<file path="src/rtl/video_frame_monitor.sv">
// video_frame_monitor: checks frame geometry (pixels per line, lines per
// frame) of a vs/de/data video stream, flags de outside the frame window,
// counts frames and optionally accumulates a per-frame pixel checksum.
// Results are reported once per frame with a one-cycle frame_done strobe.
// Optional feature macro: VFM_CHECKSUM_EN (builds the checksum accumulator;
// when undefined frame_checksum is tied to 0).
module video_frame_monitor #(
  parameter int DATA_WIDTH = 8,
  parameter int IMG_WIDTH  = 1280,
  parameter int IMG_HEIGHT = 720
) (
  input  logic                  video_clk,
  input  logic                  rst,
  input  logic                  video_vs,
  input  logic                  video_de,
  input  logic [DATA_WIDTH-1:0] video_data,
  output logic                  frame_done,
  output logic                  frame_ok,
  output logic                  err_width,
  output logic                  err_height,
  output logic                  err_stray,
  output logic [11:0]           line_count,
  output logic [11:0]           bad_line_width,
  output logic [15:0]           frame_count,
  output logic [31:0]           frame_checksum
);

  localparam logic [11:0] W_EXP = 12'(IMG_WIDTH);
  localparam logic [11:0] H_EXP = 12'(IMG_HEIGHT);

  typedef enum logic [1:0] {
    S_SYNC  = 2'd0,
    S_IDLE  = 2'd1,
    S_FRAME = 2'd2
  } state_t;

  // Saturating increment for the 12-bit run and line counters.
  function automatic logic [11:0] sat_inc12(input logic [11:0] v);
    return (v == 12'hFFF) ? v : v + 12'd1;
  endfunction

  state_t      state_q, state_d;
  // Previous-cycle vs/de samples used for edge detection.
  logic        vs_prev_q, de_prev_q;
  logic [11:0] run_q, run_d;
  logic [11:0] lines_q, lines_d;
  logic        werr_q, werr_d;
  logic [11:0] bad_q, bad_d;
  logic        stray_q, stray_d;

  logic        frame_done_q, frame_done_d;
  logic        frame_ok_q, frame_ok_d;
  logic        err_width_q, err_width_d;
  logic        err_height_q, err_height_d;
  logic        err_stray_q, err_stray_d;
  logic [11:0] line_count_q, line_count_d;
  logic [11:0] bad_line_width_q, bad_line_width_d;
  logic [15:0] frame_count_q, frame_count_d;

  logic        report;
  logic        line_end;

`ifdef VFM_CHECKSUM_EN
  logic [31:0] sum_q, sum_d;
  logic [31:0] frame_checksum_q, frame_checksum_d;
`else
  logic        data_unused;
  assign data_unused = ^video_data;
`endif

  // Next-state, accumulator and report logic.
  always_comb begin
    state_d          = state_q;
    run_d            = run_q;
    lines_d          = lines_q;
    werr_d           = werr_q;
    bad_d            = bad_q;
    stray_d          = stray_q;
    report           = 1'b0;
    line_end         = 1'b0;
    frame_done_d     = 1'b0;
    frame_ok_d       = frame_ok_q;
    err_width_d      = err_width_q;
    err_height_d     = err_height_q;
    err_stray_d      = err_stray_q;
    line_count_d     = line_count_q;
    bad_line_width_d = bad_line_width_q;
    frame_count_d    = frame_count_q;
`ifdef VFM_CHECKSUM_EN
    sum_d            = sum_q;
    frame_checksum_d = frame_checksum_q;
`endif

    case (state_q)
      S_SYNC: begin
        // Discard whatever frame was in progress when reset released.
        if (!video_vs) state_d = S_IDLE;
      end
      S_IDLE: begin
        if (video_de && !video_vs) stray_d = 1'b1;
        if (video_vs && !vs_prev_q) begin
          state_d = S_FRAME;
          run_d   = '0;
          lines_d = '0;
          werr_d  = 1'b0;
          bad_d   = '0;
`ifdef VFM_CHECKSUM_EN
          sum_d   = '0;
`endif
        end
      end
      S_FRAME: begin
        if (video_vs) begin
          if (video_de) begin
            run_d = sat_inc12(run_q);
`ifdef VFM_CHECKSUM_EN
            sum_d = sum_q + 32'(video_data);
`endif
          end else if (de_prev_q) begin
            line_end = 1'b1;
          end
        end else begin
          // vs fell: close any open line with its run so far, then report.
          state_d  = S_IDLE;
          report   = 1'b1;
          line_end = de_prev_q;
        end
      end
      default: state_d = S_SYNC;
    endcase

    if (line_end) begin
      lines_d = sat_inc12(lines_q);
      if (run_q != W_EXP) begin
        werr_d = 1'b1;
        if (!werr_q) bad_d = run_q;
      end
      run_d = '0;
    end

    if (report) begin
      frame_done_d     = 1'b1;
      err_width_d      = werr_d;
      err_height_d     = (lines_d != H_EXP);
      err_stray_d      = stray_q;
      frame_ok_d       = ~(werr_d | (lines_d != H_EXP) | stray_q);
      line_count_d     = lines_d;
      bad_line_width_d = bad_d;
      frame_count_d    = frame_count_q + 16'd1;
      stray_d          = 1'b0;
`ifdef VFM_CHECKSUM_EN
      frame_checksum_d = sum_d;
`endif
    end
  end

  // State, accumulator and result registers with synchronous reset.
  always_ff @(posedge video_clk) begin
    if (rst) begin
      state_q          <= S_SYNC;
      vs_prev_q        <= 1'b0;
      de_prev_q        <= 1'b0;
      run_q            <= '0;
      lines_q          <= '0;
      werr_q           <= 1'b0;
      bad_q            <= '0;
      stray_q          <= 1'b0;
      frame_done_q     <= 1'b0;
      frame_ok_q       <= 1'b0;
      err_width_q      <= 1'b0;
      err_height_q     <= 1'b0;
      err_stray_q      <= 1'b0;
      line_count_q     <= '0;
      bad_line_width_q <= '0;
      frame_count_q    <= '0;
`ifdef VFM_CHECKSUM_EN
      sum_q            <= '0;
      frame_checksum_q <= '0;
`endif
    end else begin
      state_q          <= state_d;
      vs_prev_q        <= video_vs;
      de_prev_q        <= video_de;
      run_q            <= run_d;
      lines_q          <= lines_d;
      werr_q           <= werr_d;
      bad_q            <= bad_d;
      stray_q          <= stray_d;
      frame_done_q     <= frame_done_d;
      frame_ok_q       <= frame_ok_d;
      err_width_q      <= err_width_d;
      err_height_q     <= err_height_d;
      err_stray_q      <= err_stray_d;
      line_count_q     <= line_count_d;
      bad_line_width_q <= bad_line_width_d;
      frame_count_q    <= frame_count_d;
`ifdef VFM_CHECKSUM_EN
      sum_q            <= sum_d;
      frame_checksum_q <= frame_checksum_d;
`endif
    end
  end

  assign frame_done     = frame_done_q;
  assign frame_ok       = frame_ok_q;
  assign err_width      = err_width_q;
  assign err_height     = err_height_q;
  assign err_stray      = err_stray_q;
  assign line_count     = line_count_q;
  assign bad_line_width = bad_line_width_q;
  assign frame_count    = frame_count_q;
`ifdef VFM_CHECKSUM_EN
  assign frame_checksum = frame_checksum_q;
`else
  assign frame_checksum = '0;
`endif

endmodule

</file>
<file path="config.mk">
export PLATFORM = sky130hd
export DESIGN_NAME = video_frame_monitor
export DESIGN_NICKNAME = d
export VERILOG_FILES = /design/src/rtl/video_frame_monitor.sv
export SDC_FILE = /design/constraint.sdc
export NUM_CORES = 1
export LEC_CHECK = 0
export BUFFER_PORTS_ARGS = -buffer_cell sky130_fd_sc_hd__buf_4
export CAP_MARGIN = 20
export CORE_UTILIZATION = 45
export CTS_CLUSTER_SIZE = 24
export DETAILED_ROUTE_END_ITERATION = 6
export GPL_TIMING_DRIVEN = 0
export PLACE_DENSITY = 0.68
export SYNTH_ARGS = -nofsm -noshare
export SYNTH_HDL_FRONTEND = slang
export SYNTH_SLANG_ARGS = --single-unit
</file>
<file path="constraint.sdc">
create_clock -name video_clk -period 2.7 [get_ports video_clk]
set_clock_uncertainty 0.1 [all_clocks]
set_input_delay 0.54 -clock video_clk [delete_from_list [all_inputs] [get_ports video_clk]]
set_output_delay 0.54 -clock video_clk [all_outputs]
set_load 0.02 [all_outputs]
</file>
==> results.json <==
{
  "syn-cell-area_um2": 4094,
  "cts_tree": "done",
  "syn_inst": 479,
  "synth-simple-area-share_pct": 25.76,
  "seq_area_frac_synth_pct": 42.54,
  "maxSlewHeadroom_pct": 59.98,
  "portBuffers": 46,
  "ys_warn_count": 0,
  "drc": 0,
  "cts_sinks": 87,
  "synth_edf_count": 0,
  "io_pins": 89,
  "wirelength_mm": 9.399,
  "crit_path_end": "err_height",
  "power.leakage_nw": 1.935,
  "synth_commonest_cells": "87 x dfxtp_1, 80 x nor2_1, 42 x nand2_1",
  "instances_no_fill": 679,
  "crit_arrival_ps": 2610,
  "synth.avg_cell_area_um2": 8.547,
  "synth_most_common_cell": "dfxtp_1",
  "synth_top_family_by_area": "simple AND/OR/NAND/NOR gates",
  "dieArea_um2": 9483,
  "clk_pin_slew_ps": 90,
  "wl_per_cell_um": 13.84,
  "rsz0062_at_grt": "no",
  "drv_cap": 0,
  "drtIter0Drc": 108,
  "htreeDepth": 3,
  "grt_pass1_vias": 3059,
  "yosysTopAreaCell": "dfxtp_1",
  "p_per_area_nw_per_um2": 488.6,
  "critPathRequiredTime_ps": 2820,
  "insertion_delay_ps": 360,
  "die_height_um": 97.38,
  "start_util_pct": 46.72,
  "n_antenna_cell": 0,
  "placed_area_um2": 4691,
  "timing.reg2reg.setup_slack_ps": 210,
  "r2r_start": "lines_q[0]",
  "synthMuxAreaShare_pct": 4.982,
  "cts_setup_buffers": 0,
  "status": "finished clean",
  "dpl.cell_count": 664,
  "synthXorXnorAreaFrac_pct": 4.279,
  "area_delta_synth_final_pct": 20.08,
  "antenna_left": 0,
  "nNetsFinal": 583,
  "synth_compound_area_share_pct": 11.43,
  "synth.distinct_cells": 58,
  "hpwl_mm": 6.841,
  "slew_viol_final": 0,
  "final_min_period_over_clock_period_pct": 92.35,
  "numCtsBuffers": 9,
  "layout-drive-gt1-share_pct": 21.54,
  "reg2reg_depth": 8,
  "grt_pass1_wl_mm": 15.52,
  "clockRootBuffer": "clkbuf_8",
  "vias_per_cell": 5.072,
  "overflow": 0,
  "utilization_pct": 56.10,
  "drt_first_pass_iters": 4,
  "synthFlopType": "dfxtp_1",
  "fin_crit_ps": 2494,
  "worstHoldPathType": "flop to flop",
  "tightest_slew_ps": 600.3,
  "max_freq_mhz": 401.0,
  "grt_usage_pct": 20.36,
  "startpoint": "lines_q[0]",
  "antenna_found_initial": 0,
  "synth_top_area_share_pct": 42.54,
  "synth.top_cells.by_area": "dfxtp_1 43%, nor2_1 7.3%, buf_4 5.9%",
  "path_class": "flop to flop",
  "grt_max_degree": 16,
  "peakVddDrop_mv": 0.2829,
  "crit_fanout": 10,
  "num_vias": 3444,
  "startpoint_type": "flop",
  "die_w_um": 97.38,
  "final_area_um2": 4916,
  "gp_congestion": 0.8456,
  "coreArea_um2": 8763,
  "cts_max_path_buffers": 2,
  "report.final.hold_viol_count": 0,
  "r2r_end": "err_height",
  "finalSetupViolCount": 0,
  "ys_ff_latch": 87,
  "rows": 34,
  "synthArstFlopShare_pct": 0,
  "yosys.area_share.adder_pct": 1.222,
  "cp-end-kind": "flop"
}
## per-layer routing
layer  track usage (%)  share of wire (%)
met5                 0                  0
met2             32.38                 46
met1             26.97                 47
met4             7.919                1.6
met3             4.317                5.3
## sequential cells by signal (all words and copies together), names as in the netlist
register / count
run_q: 12
err_width: 1
lines_q: 12
err_stray: 1
werr_q: 1
vs_prev_q: 1
line_count: 12
de_prev_q: 1
err_height: 1
bad_q: 12
frame_ok: 1
bad_line_width: 12
state_q: 2
frame_count: 16
stray_q: 1
frame_done: 1
## cells in the final DEF (no fill, tap or decap), types with 3 or more instances in the layout
cell	netlist	routed
mux2_2	11	11
buf_2	6	6
a211oi_1	25	25
nand3_1	9	9
nor2_1	80	80
nand2b_1	3	3
nor3b_1	3	3
clkbuf_1	13	13
mux2i_1	8	7
or3_1	6	6
and4_1	5	5
o21ai_0	8	8
nor3_1	14	14
xnor2_1	11	11
conb_1	1	32
buf_4	32	78
nand4b_1	3	3
inv_1	10	10
and2_1	10	10
nor2b_1	3	3
nand2_1	42	42
ha_1	4	4
a21oi_1	15	15
dfxtp_1	87	85
nor4_1	4	4
and3_1	5	5
xor2_1	9	9
buf_1	5	5
clkbuf_8	0	9
nand4_1	9	9
or4_1	3	3
## area by class of cell
cell class	count	area (µm²)
sequential	87	1744
multi-input combinational	354	2100
buffer	59	359.1
timing repair buffer	46	345.3
inverter	10	37.54
clock inverter	6	71.32
fill	856	3847
clock buffer	9	123.9
tap	108	135.1
## critical path: stages, from the launching register on
cell and delay (ps):
dfxtp_2 420, ha_1 160, buf_2 200, nand4_1 160, nor4b_4 360, mux2i_2 330, nand4b_1 180, nor4b_4 340
a211oi_1 110
## kinds of logic (layout without fill, tap and decap cells)
group           Yosys count  in the layout
flops                    87             87
other cells               1             32
fa+ha+maj                 4              4
mux                      19             19
xor+xnor                 20             20
buf+inv                  69            130
compound gates           68             68
simple gates            211            211
## timing repair
item | CTS | global route
hold buffers | 0 | 0
gates resized for setup | 1 | 5
setup endpoints to repair | 2 | 2
## stage by stage
| stage | setup slack (ps) | TNS (ps) | hold slack [ps] | total power [mW] |
|---|---|---|---|---|
| 3_5_place_dp | -112.0 | -184.0 | 349.5 | 1.517 |
| 2_1_floorplan | 456.9 | 0 | 355.0 | 1.476 |
| 5_1_grt | 25.97 | 0 | 376.7 | 2.497 |
| 3_3_place_gp | -125.5 | -217.7 | 351.6 | 1.515 |
| 6_report | 206.5 | 0 | 358.6 | 2.402 |
| 4_1_cts | 31.52 | 0 | 347.5 | 2.418 |
## power by group
part / total [mW] / switching, mW / internal [mW]
registers: 1.30 / 0.00826 / 1.29
clock network: 0.914 / 0.485 / 0.429
logic: 0.186 / 0.120 / 0.0659
## worst min-delay path by stage
| stage | startpoint | end | slack, ps | cells after the start |
|---|---|---|---|---|
| after floorplan | stray_q | err_stray | 360 | 2 |
| after global placement | line_count[11] | line_count[11] | 350 | 2 |
| after detailed placement | line_count[11] | line_count[11] | 350 | 2 |
| after CTS | video_de | de_prev_q | 350 | 3 |
| after global routing | line_count[11] | line_count[11] | 380 | 2 |
| final | line_count[11] | line_count[11] | 360 | 2 |
No activity file was read; power rests on OpenSTA's default activity.
